<file path="config.mk">
export PLATFORM = sky130hd
export DESIGN_NAME = gpi_debounce
export DESIGN_NICKNAME = d
export VERILOG_FILES = /design/src/rtl/gpi_debounce.sv
export SDC_FILE = /design/constraint.sdc
export NUM_CORES = 1
export LEC_CHECK = 0
export ABC_AREA = 1
export BUFFER_PORTS_ARGS = -buffer_cell sky130_fd_sc_hd__buf_2
export CAP_MARGIN = 20
export CORE_UTILIZATION = 45
export DETAILED_ROUTE_END_ITERATION = 8
export HOLD_SLACK_MARGIN = 0.02
export PLACE_DENSITY = 0.64
export SYNTH_ARGS = -nofsm -noshare
export SYNTH_HDL_FRONTEND = slang
export SYNTH_SLANG_ARGS = --single-unit
export TNS_END_PERCENT = 5
</file>
<file path="constraint.sdc">
create_clock -name aclk -period 5.3 [get_ports aclk]
set_input_delay 0.53 -clock aclk [delete_from_list [all_inputs] [get_ports aclk]]
set_output_delay 0.53 -clock aclk [all_outputs]
set_load 0.02 [all_outputs]
</file>
<file path="src/rtl/gpi_debounce.sv">
// Per-bit synchronise-and-debounce for GPI pins.
// Every accepted change to the debounced vector is also offered as a single-entry event stream.
module gpi_debounce #(
    parameter int DW              = 8,
    parameter int DEBOUNCE_CYCLES = 50000
) (
    input  logic          aclk,
    input  logic          areset,
    input  logic [DW-1:0] gpi_raw,
    output logic [DW-1:0] gpi_clean,
    output logic [DW-1:0] out_tdata,
    output logic          out_tvalid,
    input  logic          out_tready,
    output logic          ovf,
    input  logic          ovf_clr
);

    localparam int            CW       = $clog2(DEBOUNCE_CYCLES + 1);
    localparam logic [CW-1:0] CNT_LAST = CW'(DEBOUNCE_CYCLES - 1);

    logic [DW-1:0] sync1;
    logic [DW-1:0] sync2;
    logic [CW-1:0] cnt      [DW];
    logic [CW-1:0] cnt_next [DW];
    logic [DW-1:0] clean_next;
    logic          change;

    // A bit's counter runs only while its synchronised level disagrees with the clean level.
    always_comb begin
        clean_next = gpi_clean;
        for (int i = 0; i < DW; i++) begin
            cnt_next[i] = '0;
            if (sync2[i] != gpi_clean[i]) begin
                if (cnt[i] == CNT_LAST) begin
                    clean_next[i] = sync2[i];
                end else begin
                    cnt_next[i] = cnt[i] + CW'(1);
                end
            end
        end
    end

    assign change = (clean_next != gpi_clean);

    // Handshake: an event transfers on an edge where out_tvalid and out_tready are both 1.
    // out_tvalid is a register, never a function of out_tready; a new change always wins over
    // the transfer, and overwriting an event nobody accepted raises the sticky ovf flag.
    always_ff @(posedge aclk or posedge areset) begin
        if (areset) begin
            sync1      <= '0;
            sync2      <= '0;
            gpi_clean  <= '0;
            out_tdata  <= '0;
            out_tvalid <= 1'b0;
            ovf        <= 1'b0;
            for (int i = 0; i < DW; i++) begin
                cnt[i] <= '0;
            end
        end else begin
            sync1     <= gpi_raw;
            sync2     <= sync1;
            gpi_clean <= clean_next;
            for (int i = 0; i < DW; i++) begin
                cnt[i] <= cnt_next[i];
            end
            if (change) begin
                out_tvalid <= 1'b1;
                out_tdata  <= clean_next;
            end else if (out_tready) begin
                out_tvalid <= 1'b0;
            end
            if (change && out_tvalid && !out_tready) begin
                ovf <= 1'b1;
            end else if (ovf_clr) begin
                ovf <= 1'b0;
            end
        end
    end

endmodule

</file>
---- Word level (Yosys, flattened, before mapping) ----
Index checks and enable logic that the tools add are counted.
word-level totals
  register bits ........................... 162
  input bits .............................. 12
  output and inout bits ................... 18
  logic and storage cells ................. 80
cells by class
  add/subtract/negate cells ............... 8
  equality and inequality tests ........... 17
  multiplexer cells ....................... 36
  reductions and logical operators ........ 5
operators by type and width
  operator                 count
  $mux W16                 16
  $add A16 B1 Y16 const B  8
  $eq A16 B16 Y1 const B   8
  $mux W1                  20
  $ne A1 B1 Y1             8
  $ne A8 B8 Y1             1
  $reduce_bool A2 Y1       2
  $logic_and A1 B1 Y1      2
  $logic_not A1 Y1         1

---- Logic depth before layout (Yosys ltp) ----
Gate-level depths: netlist of run 1.
  depth in word-level cells ............... 7
  mapped depth ............................ 10
  depth with buffers taken out ............ 10

---- Worst setup path before layout of run 1 ----
No wires, ideal clock.
  path kind ............................... register -> register
  from .................................... register cnt[32] (netlist name)
  to ...................................... register out_tdata[0]
  library setup time ...................... 117 ps
  arrival time ............................ 1391 ps
  required time ........................... 5183 ps
  path slack .............................. 3793 ps
  cell stages (with the launch flop) ...... 10
  buffers on the path ..................... 0
  period minus slack after synthesis ...... 1507 ps
  cells stage by stage .................... dfrtp_1 ha_1 nand3_1 nor2_1 nand3_1 nand2_1 nor2_4 nand2_4 nand2_1 nand2_1
between the ends
  cells in the longest elaborated chain, start to end .. 4
RTL lines
  element                            line  source
  from (decl)                        23    logic [CW-1:0] cnt [DW];
  from (signal, indexed assignment)  64    cnt[i] <= cnt_next[i];
  $eq A16 B16 Y1                     34    if (cnt[i] == CNT_LAST) begin
  $mux W1                            34
  $mux W1                            33    if (sync2[i] != gpi_clean[i]) begin
  $ne A8 B8 Y1                       43    assign change = (clean_next != gpi_clean);
  to (signal assigned)               68    out_tdata <= clean_next;
  to (decl)                          11    output logic [DW-1:0] out_tdata,
Every way passes these cells.
A chain may end at the register's enable or synchronous reset.

==> results by group, run 1 <==
Status
  – Outcome: complete, no violations

Final layout
  – Number of diodes: 0
  – Fill cells: 1,551
  – P&R area growth vs syn: 13.6%
  – Final nets: 983
  – Fraction of layout cells with a size suffix above 1: 0.133
  – Commonest non-fill, non-tap cell in the layout: nor2_1
  – Area occupied by multi-input gates: 0.00336 sq mm
  – Reg area: 0.00405 sq mm
  – Final core utilization: 0.530
  – Most frequent cells in the layout: 173 x nor2_1, 163 x nand2_1, 162 x dfrtp_1

Die
  – Die height: 134 um
  – # rows: 47
  – Die area: 0.0179 sq mm
  – Ports: 30
  – Die W: 134 um
  – Core area: 0.0168 sq mm
  – Starting Density: 0.467

Timing
  – Least-Margin Pin Slew: 587 ps
  – Final setup fails: 0
  – Slew Limit Fails: 0
  – Final WS setup: 3430 ps
  – Clock skew: 4.87 ps
  – Period Utilization, post-route: 0.353
  – Final Critical Period: 1870 ps
  – Max_slew headroom: 0.609
  – Fmax: 534 MHz
  – Fin. Hold Viols: 0
  – Fin Setup TNS: 0 ps
  – RSZ-0062 raised after global routing: false

Worst setup path
  – CP max stage cell: buf_4
  – Worst path cell trace: dlygate4sd3_1 > buf_2 > inv_6 > buf_16 > buf_4
  – Crit path DAT: 2380 ps
  – CP endpoint: sync1[0]$_DFF_PP0_
  – Crit Path Max Fanout: 106
  – Worst reg2reg setup slack: 3580 ps
  – Required time of the worst setup path: 5810 ps
  – CP startpoint kind: input port
  – Max stage delay on crit path: 580 ps
  – Worst Reg-to-Reg Cells: 7
  – Crit Path Class: in2async
  – RR Startpoint: cnt[16]$_DFF_PP0_
  – CP Capture Type: asynchronous set/reset pin
  – CP Launch Point: areset
  – R2r endpoint: cnt[25]$_DFF_PP0_

Min path
  – HP Class: in2reg

Synthesis
  – Mapped Cells: 914
  – Post-synthesis sequential area ratio: 0.518
  – Compound-Gate Fraction of Synth Area: 0.0816
  – Yosys warns: 0
  – Adder-cell share of the synthesized area: 0.0128
  – Post-synthesis cell type count: 34
  – Flops & latches, synth: 162
  – Synth Net Count: 934
  – XOR/XNOR Fraction of Synth Area: 0.0437
  – Mux cell area share after synthesis: 0
  – Synth Area in Simple Gates: 0.291
  – Post-Syn Area: 0.00782 sq mm
  – Largest family of logic cells by synthesized area: simple AND/OR/NAND/NOR gates
  – Syn_area_per_cell: 8.56 sq um

Clocking
  – Clock sinks: 162
  – CTS tree: done
  – Post-CTS sizing: 0
  – Clock Path Buffers: 2
  – Htree depth: 4
  – Root buf cell: clkbuf_16
  – Clk slew on worst S/H paths: 60 ps
  – # Post-CTS Setup Buffers: 0
  – TritonCTS buffer count: 17
  – Skew-Pair Late Insertion Delay: 420 ps
  – Cts hold-fix bufs: 0

GRT
  – GRT Total Usage: 0.181
  – Number of global-route vias before repair: 5,404
  – First-pass GRT wire length: 25,600 um
  – GR Overflow Total: 0
  – Largest net degree at the start of global routing: 118
  – Initial antenna violation count: 0

Place
  – Placer Congestion: 0.790
  – Dpl ws: 3190 ps
  – I/O Buffers: 29
  – DPL Wire Length: 10,300 um

Power
  – Power per cell area: 297 mW/mm^2
  – Leakage Power: 4.09 nW
  – Maximum vdd drop: 0.231 mV
  – PnR Total Power: 2.64 mW

Detailed routing
  – Post-route ant nets: 0
  – Via count: 5,907
  – Drt wl/cell: 12.5 um
  – Routed vias/inst: 4.94
  – Detailed-route DRC error count: 0
  – First drt pass iteration count: 5
  – Initial drt markers: 283
  – Routed wire length: 15,000 um

Flow run
  – Max Cap Viol: 0
## critical path: cells and delay by family
kind                   cells  cell delay [ps]
buffers and inverters      5             1770
## cells in the mapped netlist (all sizes together)
cell type,n,area [sq um]
nor2,205,905
and3,1,6.26
a211oi,7,57.6
a31oi,17,106
xnor2,12,105
dfrtp,162,4050
o221a,1,11.3
o21ai,32,160
nand4,9,68.8
o21a,8,60.1
a21oi,47,235
and2,2,12.5
nor3b,8,65.1
nand3,50,305
buf,2,22.5
o21bai,1,7.51
nor4,2,12.5
nor3,33,203
xor2,27,236
nand3b,1,7.51
inv,104,390
ha,8,100
nand2,175,692
## registers in the layout (all words and copies together) (netlist names)
| signal | count |
|---|---|
| cnt | 128 |
| gpi_clean | 8 |
| out_tdata | 8 |
| sync1 | 8 |
| sync2 | 8 |
| out_tvalid | 1 |
| ovf | 1 |
## routing by layer
metal	up-vias	global-route usage	share of wire
met3	13	0.0416	0.039
met1	2782	0.261	0.51
li1	3035	-	-
met4	0	0.0644	0.013
met2	77	0.267	0.44
met5	-	0	0
## power by group
group | total [mW] | internal (mW) | switching (mW)
logic | 0.0910 | 0.0279 | 0.0631
clock network | 1.27 | 0.790 | 0.484
registers | 1.27 | 1.26 | 0.0159
## area by class of cell
class / instances / area share
clock buffer: 23 / 0.0549
clock inverter: 9 / 0.0142
inverter: 104 / 0.0445
multi-input combinational: 646 / 0.378
sequential: 162 / 0.456
tap: 220 / 0.0310
timing repair buffer: 32 / 0.0214
## logic make-up after synthesis
group | after synthesis
AND/OR/NAND/NOR | 486
flip-flops | 162
buffers and inverters | 106
XOR/XNOR | 39
AO/OA/AOI/OAI | 113
adder cells (fa/ha/maj) | 8
## worst min path at each step
| stage | from | end | slack [ps] | cells after the start |
|---|---|---|---|---|
| floorplan | sync1[0]$_DFF_PP0_ | sync2[0]$_DFF_PP0_ | 330 | 0 |
| global placement | sync1[7]$_DFF_PP0_ | sync2[7]$_DFF_PP0_ | 330 | 0 |
| detailed placement | sync1[7]$_DFF_PP0_ | sync2[7]$_DFF_PP0_ | 340 | 0 |
| CTS | gpi_raw[5] | sync1[5]$_DFF_PP0_ | 190 | 1 |
| global route | gpi_raw[3] | sync1[3]$_DFF_PP0_ | 190 | 1 |
| finish | gpi_raw[5] | sync1[5]$_DFF_PP0_ | 210 | 1 |
## per-stage QoR
step,hold slack [ps],std cells,area (sq um)
5_1_grt,191,1196,8890
6_report,213,1196,8890
3_3_place_gp,332,1162,8230
2_1_floorplan,331,914,7820
3_5_place_dp,336,1162,8230
4_1_cts,193,1194,8850
Note: power is estimated with default switching activity, not from simulation.
==> run 2, diff against run 1 <==
Settings changed: PLACE_DENSITY 0.64 to 0.66.
Clock period 5.3 ns to 1.7 ns, I/O delays scaled along.
==> run 2 against run 1 <==
  * Sequential power grew to 3.1 times the previous value
  * First-iteration DRC count is 11% lower
  * Clock power rose to 3.0 times the previous value
  * Count of clock-buffer cells in the layout unchanged
  * Die area unchanged
==> results by group, run 2 (synthesis gave the netlist of run 1 again) <==
Final layout
  – Largest Register: cnt (unchanged)
  – Final nets: 1,009 (was 983)
  – Cell area after layout: 0.00914 sq mm (was 0.00889 sq mm)
  – P&R area growth vs syn: 16.8% (was 13.6%)
  – Fraction of layout cells with a size suffix above 1: 0.152 (was 0.133)
  – Fill cells: 1,529 (was 1,551)
  – Number of diodes: 0 (unchanged)
  – Final core utilization: 0.545 (was 0.530)
  – Commonest non-fill, non-tap cell in the layout: nor2_1 (unchanged)
  – Most frequent cells in the layout: 169 x nor2_1, 162 x dfrtp_1, 161 x nand2_1 (was 173 x nor2_1, 163 x nand2_1, 162 x dfrtp_1)
  – Max reg flops: 128 (unchanged)

Place
  – Placer Congestion: 0.842 (was 0.790)
  – I/O Buffers: 29 (unchanged)
  – Dpl cell area: 0.00837 sq mm (was 0.00823 sq mm)
  – DPL Wire Length: 10,600 um (was 10,300 um)

Worst setup path
  – Crit Path Max Fanout: 7 (was 106)
  – Worst path cell trace: ha_1 > nand3_2 > nor2_1 > nand3_1 > nand2_1 > nor2_4 > buf_12 > nand3_1 > nand2_1 (was dlygate4sd3_1 > buf_2 > inv_6 > buf_16 > buf_4)
  – CP Capture Type: flop (was asynchronous set/reset pin)
  – CP startpoint kind: flop (was input port)
  – Required time of the worst setup path: 2010 ps (was 5810 ps)
  – Max stage delay on crit path: 380 ps (was 580 ps)
  – Crit Path Class: reg2reg (was in2async)
  – CP Buf/Inv Count: 1 (was 5)
  – CP delay by family, top: simple AND/OR/NAND/NOR gates (was buffers and inverters)
  – Crit path DAT: 1910 ps (was 2380 ps)
  – CP max stage cell: dfrtp_1 (was buf_4)

Timing
  – Final setup fails: 0 (unchanged)
  – Max_slew headroom: 0.771 (was 0.609)
  – RSZ-0062 raised after global routing: true (was false)
  – Period Utilization, post-route: 0.938
  – Fin. Hold Viols: 0 (unchanged)
  – Fin Setup TNS: 0 ps (unchanged)
  – Final Critical Period: 1590 ps
  – Hold Slack: 56.5 ps (was 213 ps)
  – Clock skew: 8.27 ps (was 4.87 ps)
  – Slew Limit Fails: 0 (unchanged)
  – Least-Margin Pin Slew: 341 ps (was 587 ps)
  – Fmax: 627 MHz

Clocking
  – Clock Path Buffers: 2 (unchanged)
  – TritonCTS buffer count: 17 (unchanged)
  – CTS tree: done (unchanged)
  – Clk slew on worst S/H paths: 60 ps (about the same)
  – Skew-Pair Late Insertion Delay: 420 ps (about the same)
  – Clock sinks: 162 (unchanged)
  – Root buf cell: clkbuf_16 (unchanged)
  – Htree depth: 4 (unchanged)

Power
  – PnR Total Power: 8.12 mW (was 2.64 mW)
  – Power per cell area: 889 mW/mm^2 (was 297 mW/mm^2)
  – Leakage Power: 4.19 nW (was 4.09 nW)
  – Maximum vdd drop: 0.773 mV (was 0.231 mV)

GRT
  – GR Overflow Total: 0 (unchanged)
  – Largest net degree at the start of global routing: 66 (was 118)
  – First-pass GRT wire length: 26,000 um (was 25,600 um)
  – Number of global-route vias before repair: 5,537 (was 5,404)
  – GRT Total Usage: 0.183 (was 0.181)
  – Initial antenna violation count: 0 (unchanged)

Flow run
  – Max Cap Viol: 0 (unchanged)

Die
  – Starting Density: 0.467 (unchanged)
  – Core area: 0.0168 sq mm (unchanged)
  – Die height: 134 um (unchanged)
  – Ports: 30 (unchanged)
  – Die area: 0.0179 sq mm (unchanged)
  – # rows: 47 (unchanged)
  – Die W: 134 um (unchanged)

Detailed routing
  – Routed vias/inst: 4.84 (was 4.94)
  – Via count: 5,919 (was 5,907)
  – First drt pass iteration count: 4 (was 5)
  – Detailed-route DRC error count: 0 (unchanged)
  – Post-route ant nets: 0 (unchanged)
  – Initial drt markers: 253 (was 283)
  – Drt wl/cell: 12.2 um (was 12.5 um)
  – Routed wire length: 15,000 um (about the same)

Status
  – Outcome: complete, no violations (unchanged)

Min path
  – HP Class: in2reg (unchanged)
run 2: per-layer routing:
layer	track usage	share of wire	vias up
met5	0	0	-
met1	0.250	0.49	2744
met3	0.0404	0.037	7
met4	0.0606	0.0052	0
met2	0.289	0.46	64
li1	-	-	3104
run 2: power breakdown:
group	total (mW)	internal (mW)	switching, mW
Clock	3.83	2.35	1.49
Combinational	0.322	0.119	0.203
Sequential	3.97	3.92	0.0486
Total	8.12	6.39	1.74
run 2: tightest hold or removal path: stages:
cell	delay, ps
buf_2	110
nor2_1	70
nand2_1	60
nand2_1	40
run 2: final cells by class:
cell class / count / area, sq um / share of cell area
sequential: 162 / 4050 / 0.444
multi-input combinational: 646 / 3390 / 0.371
clock buffer: 23 / 458 / 0.0501
timing repair buffer: 58 / 438 / 0.0479
inverter: 104 / 394 / 0.0431
tap: 220 / 275 / 0.0301
clock inverter: 9 / 131 / 0.0144
run 2: worst paths after layout:
| path | startpoint | to | slack, ps | depth (start not counted) |
|---|---|---|---|---|
| worst min register to register | sync1[1]$_DFF_PP0_ | sync2[1]$_DFF_PP0_ | 350 | 0 |
| worst max-delay path | cnt[16]$_DFF_PP0_ | out_tdata[7]$_DFFE_PP0P_ | 110 | 9 |
| min in group asynchronous | areset | cnt[58]$_DFF_PP0_ | 210 | 3 |
| worst min-delay path | out_tready | ovf$_DFFE_PP0P_ | 60 | 4 |
| max in group asynchronous | areset | cnt[115]$_DFF_PP0_ | 930 | 4 |
| worst max register to register | cnt[16]$_DFF_PP0_ | out_tdata[7]$_DFFE_PP0P_ | 110 | 9 |
run 2: what timing repair did:
item / in CTS / in global routing
setup buffers: 0 / 5
endpoints found under the hold margin: 171 / 0
resized for setup: 0 / 10
endpoints found under the setup margin: 0 / 29
hold buffers: 10 / 0
run 2: through the flow:
step                      cells  setup WS, ps
after global routing       1222         -48.9
after CTS                  1217          31.1
after floorplan             914          -527
final                      1222           106
after detailed placement   1175          42.0
after global placement     1175           105
==> run 3, diff against run 2 <==
Settings changed: CORE_UTILIZATION 45 to 56, PLACE_DENSITY 0.66 to 0.79.
==> run 3 against run 2 <==
  * Cell area shrank 1.1%
  * Clock power shrank 2%
  * Highest routed layer unchanged
  * Register-to-register slack lost 30 ps
  * Die area shrank 19%
  * Global-route usage grew 4.6 points
  * Sequential cell count is the same
  * Clock skew shrank 1.9 ps
  * Fmax shrank 1.7%
  * Via count grew 3.3%
  * Critical endpoint is now out_tdata[4]$_DFFE_PP0P_
  * Cell count shrank 4.3%
==> results by group, run 3 (synthesis gave the netlist of run 1 again) <==
Status
  – Outcome: complete, no violations (unchanged)

Final layout
  – Fill cells: 1,071 (was 1,529)
  – P&R area growth vs syn: 15.5% (was 16.8%)
  – Largest Register: cnt (unchanged)
  – Fraction of layout cells with a size suffix above 1: 0.157 (was 0.152)
  – Cell area after layout: 0.00903 sq mm (was 0.00914 sq mm)
  – Final nets: 1,001 (was 1,009)
  – Area occupied by multi-input gates: 0.00342 sq mm (was 0.00339 sq mm)
  – Final core utilization: 0.672 (was 0.545)
  – Max reg flops: 128 (unchanged)
  – Most frequent cells in the layout: 170 x nor2_1, 161 x dfrtp_1, 159 x nand2_1 (was 169 x nor2_1, 162 x dfrtp_1, 161 x nand2_1)
  – Reg area: 0.00406 sq mm (was 0.00405 sq mm)
  – Number of diodes: 0 (unchanged)
  – Commonest non-fill, non-tap cell in the layout: nor2_1 (unchanged)

Timing
  – Final setup fails: 0 (unchanged)
  – Fin. Hold Viols: 0 (unchanged)
  – Final WS setup: 78.0 ps (was 106 ps)
  – Hold Slack: 346 ps (was 56.5 ps)
  – Least-Margin Pin Slew: 400 ps (was 341 ps)
  – RSZ-0062 raised after global routing: true (unchanged)
  – Clock skew: 6.42 ps (was 8.27 ps)
  – Fmax: 617 MHz (was 627 MHz)
  – Fin Setup TNS: 0 ps (unchanged)
  – Final Critical Period: 1620 ps (was 1590 ps)
  – Period Utilization, post-route: 0.954 (was 0.938)
  – Slew Limit Fails: 0 (unchanged)
  – Max_slew headroom: 0.733 (was 0.771)

Worst setup path
  – CP endpoint: out_tdata[4]$_DFFE_PP0P_ (was out_tdata[7]$_DFFE_PP0P_)
  – Max stage delay on crit path: 430 ps (was 380 ps)
  – CP delay by family, top: simple AND/OR/NAND/NOR gates (unchanged)
  – Crit path DAT: 1940 ps (was 1910 ps)
  – CP Capture Type: flop (unchanged)
  – CP startpoint kind: flop (unchanged)
  – Worst path cell trace: ha_4 > nand3_1 > nor2_1 > nand3_1 > nand2_2 > nor2_4 > nand2_4 > nand2_1 > nand2_1 (was ha_1 > nand3_2 > nor2_1 > nand3_1 > nand2_1 > nor2_4 > buf_12 > nand3_1 > nand2_1)
  – RR Startpoint: cnt[112]$_DFF_PP0_ (was cnt[16]$_DFF_PP0_)
  – Crit Path Max Fanout: 10 (was 7)
  – CP Launch Point: cnt[112]$_DFF_PP0_ (was cnt[16]$_DFF_PP0_)
  – Stages on worst setup path: 9 (unchanged)
  – Worst Reg-to-Reg Cells: 9 (unchanged)
  – Worst reg2reg setup slack: 80 ps (was 110 ps)
  – Required time of the worst setup path: 2020 ps (was 2010 ps)
  – CP Buf/Inv Count: 0 (was 1)
  – R2r endpoint: out_tdata[4]$_DFFE_PP0P_ (was out_tdata[7]$_DFFE_PP0P_)
  – Crit Path Class: reg2reg (unchanged)
  – CP max stage cell: dfrtp_2 (was dfrtp_1)

GRT
  – First-pass GRT wire length: 26,100 um (was 26,000 um)
  – GRT Total Usage: 0.229 (was 0.183)
  – GR Overflow Total: 0 (unchanged)
  – Initial antenna violation count: 0 (unchanged)
  – Largest net degree at the start of global routing: 75 (was 66)
  – Number of global-route vias before repair: 5,898 (was 5,537)

Detailed routing
  – Initial drt markers: 359 (was 253)
  – Via count: 6,112 (was 5,919)
  – First drt pass iteration count: 5 (was 4)
  – Drt wl/cell: 13.1 um (was 12.2 um)
  – Routed vias/inst: 5.22 (was 4.84)
  – Routed wire length: 15,300 um (was 15,000 um)
  – Post-route ant nets: 0 (unchanged)
  – Detailed-route DRC error count: 0 (unchanged)

Clocking
  – Clk slew on worst S/H paths: 60 ps (about the same)
  – CTS tree: done (unchanged)
  – # Post-CTS Setup Buffers: 0 (unchanged)
  – Clock Path Buffers: 2 (unchanged)
  – Clock sinks: 162 (unchanged)
  – Skew-Pair Late Insertion Delay: 430 ps (was 420 ps)
  – Root buf cell: clkbuf_16 (unchanged)
  – Htree depth: 4 (unchanged)
  – TritonCTS buffer count: 17 (unchanged)

Place
  – Dpl cell area: 0.00827 sq mm (was 0.00837 sq mm)
  – I/O Buffers: 29 (unchanged)
  – Dpl ws: 25.2 ps (was 42.0 ps)
  – Placer Congestion: 0.819 (was 0.842)
  – DPL Wire Length: 10,600 um (about the same)

Power
  – Leakage Power: 4.13 nW (was 4.19 nW)
  – Maximum vdd drop: 0.743 mV (was 0.773 mV)
  – Power per cell area: 894 mW/mm^2 (was 889 mW/mm^2)

Die
  – # rows: 42 (was 47)
  – Core area: 0.0135 sq mm (was 0.0168 sq mm)
  – Die area: 0.0144 sq mm (was 0.0179 sq mm)
  – Starting Density: 0.582 (was 0.467)
  – Ports: 30 (unchanged)
  – Die W: 120 um (was 134 um)
  – Die height: 120 um (was 134 um)

Min path
  – HP Class: reg2reg (was in2reg)

Flow run
  – Max Cap Viol: 0 (unchanged)
run 3: cell types whose count changed in the layout (fill, tap and decap cells not counted), moves of 3 or more:
cell	change
buf_4	-7
ha_1	-6
ha_2	+5
clkbuf_1	-3
clkbuf_8	+3
run 3: stage by stage:
stage | instances | power (mW)
floorplan | 914 | 4.24
global placement | 1127 | 4.33
detailed placement | 1127 | 4.34
CTS | 1170 | 8.16
global route | 1170 | 8.38
finish | 1170 | 8.07
run 3: metal layers:
metal / up-vias / GRT usage / part of all wire
met5: - / 0 / 0
met4: 0 / 0.0813 / 0.012
met3: 15 / 0.0557 / 0.037
met2: 97 / 0.386 / 0.49
met1: 2901 / 0.288 / 0.46
li1: 3099 / - / -
run 3: area by class of cell:
type                            count  area share
Inverter                          104      0.0436
Multi-Input combinational cell    646       0.378
Clock inverter                      9      0.0115
Clock buffer                       23      0.0540
Timing Repair Buffer               50      0.0393
Tap cell                          176      0.0244
Sequential cell                   162       0.449
run 3: worst reg2reg max path, stage by stage, from the launching register on:
cell and delay (ps):
dfrtp_2 430, ha_4 180, nand3_1 110, nor2_1 100, nand3_1 110, nand2_2 80, nor2_4 220, nand2_4 130
nand2_1 90, nand2_1 50
run 3: how the worst min path moves through the flow:
stage,end,cells past startpoint,slack [ps],start
floorplan,sync1[0]$_DFF_PP0_,0,200,gpi_raw[0]
global placement,sync1[1]$_DFF_PP0_,1,280,gpi_raw[1]
detailed placement,sync1[1]$_DFF_PP0_,1,280,gpi_raw[1]
CTS,sync2[6]$_DFF_PP0_,0,350,sync1[6]$_DFF_PP0_
global route,sync2[6]$_DFF_PP0_,0,360,sync1[6]$_DFF_PP0_
finish,sync2[6]$_DFF_PP0_,0,350,sync1[6]$_DFF_PP0_
run 3: where the power goes:
group | switching (mW) | total (mW) | internal, mW | leakage (nW)
clock network | 1.46 | 3.77 | 2.31 | 0.289
logic | 0.203 | 0.322 | 0.119 | 1.64
registers | 0.0551 | 3.98 | 3.92 | 2.21
run 3: repair_timing:
item / CTS / global route
setup endpoints to repair: 0 / 37
hold endpoints to repair: 171 / 0
gates resized for setup: 0 / 23
hold buffers: 11 / 0
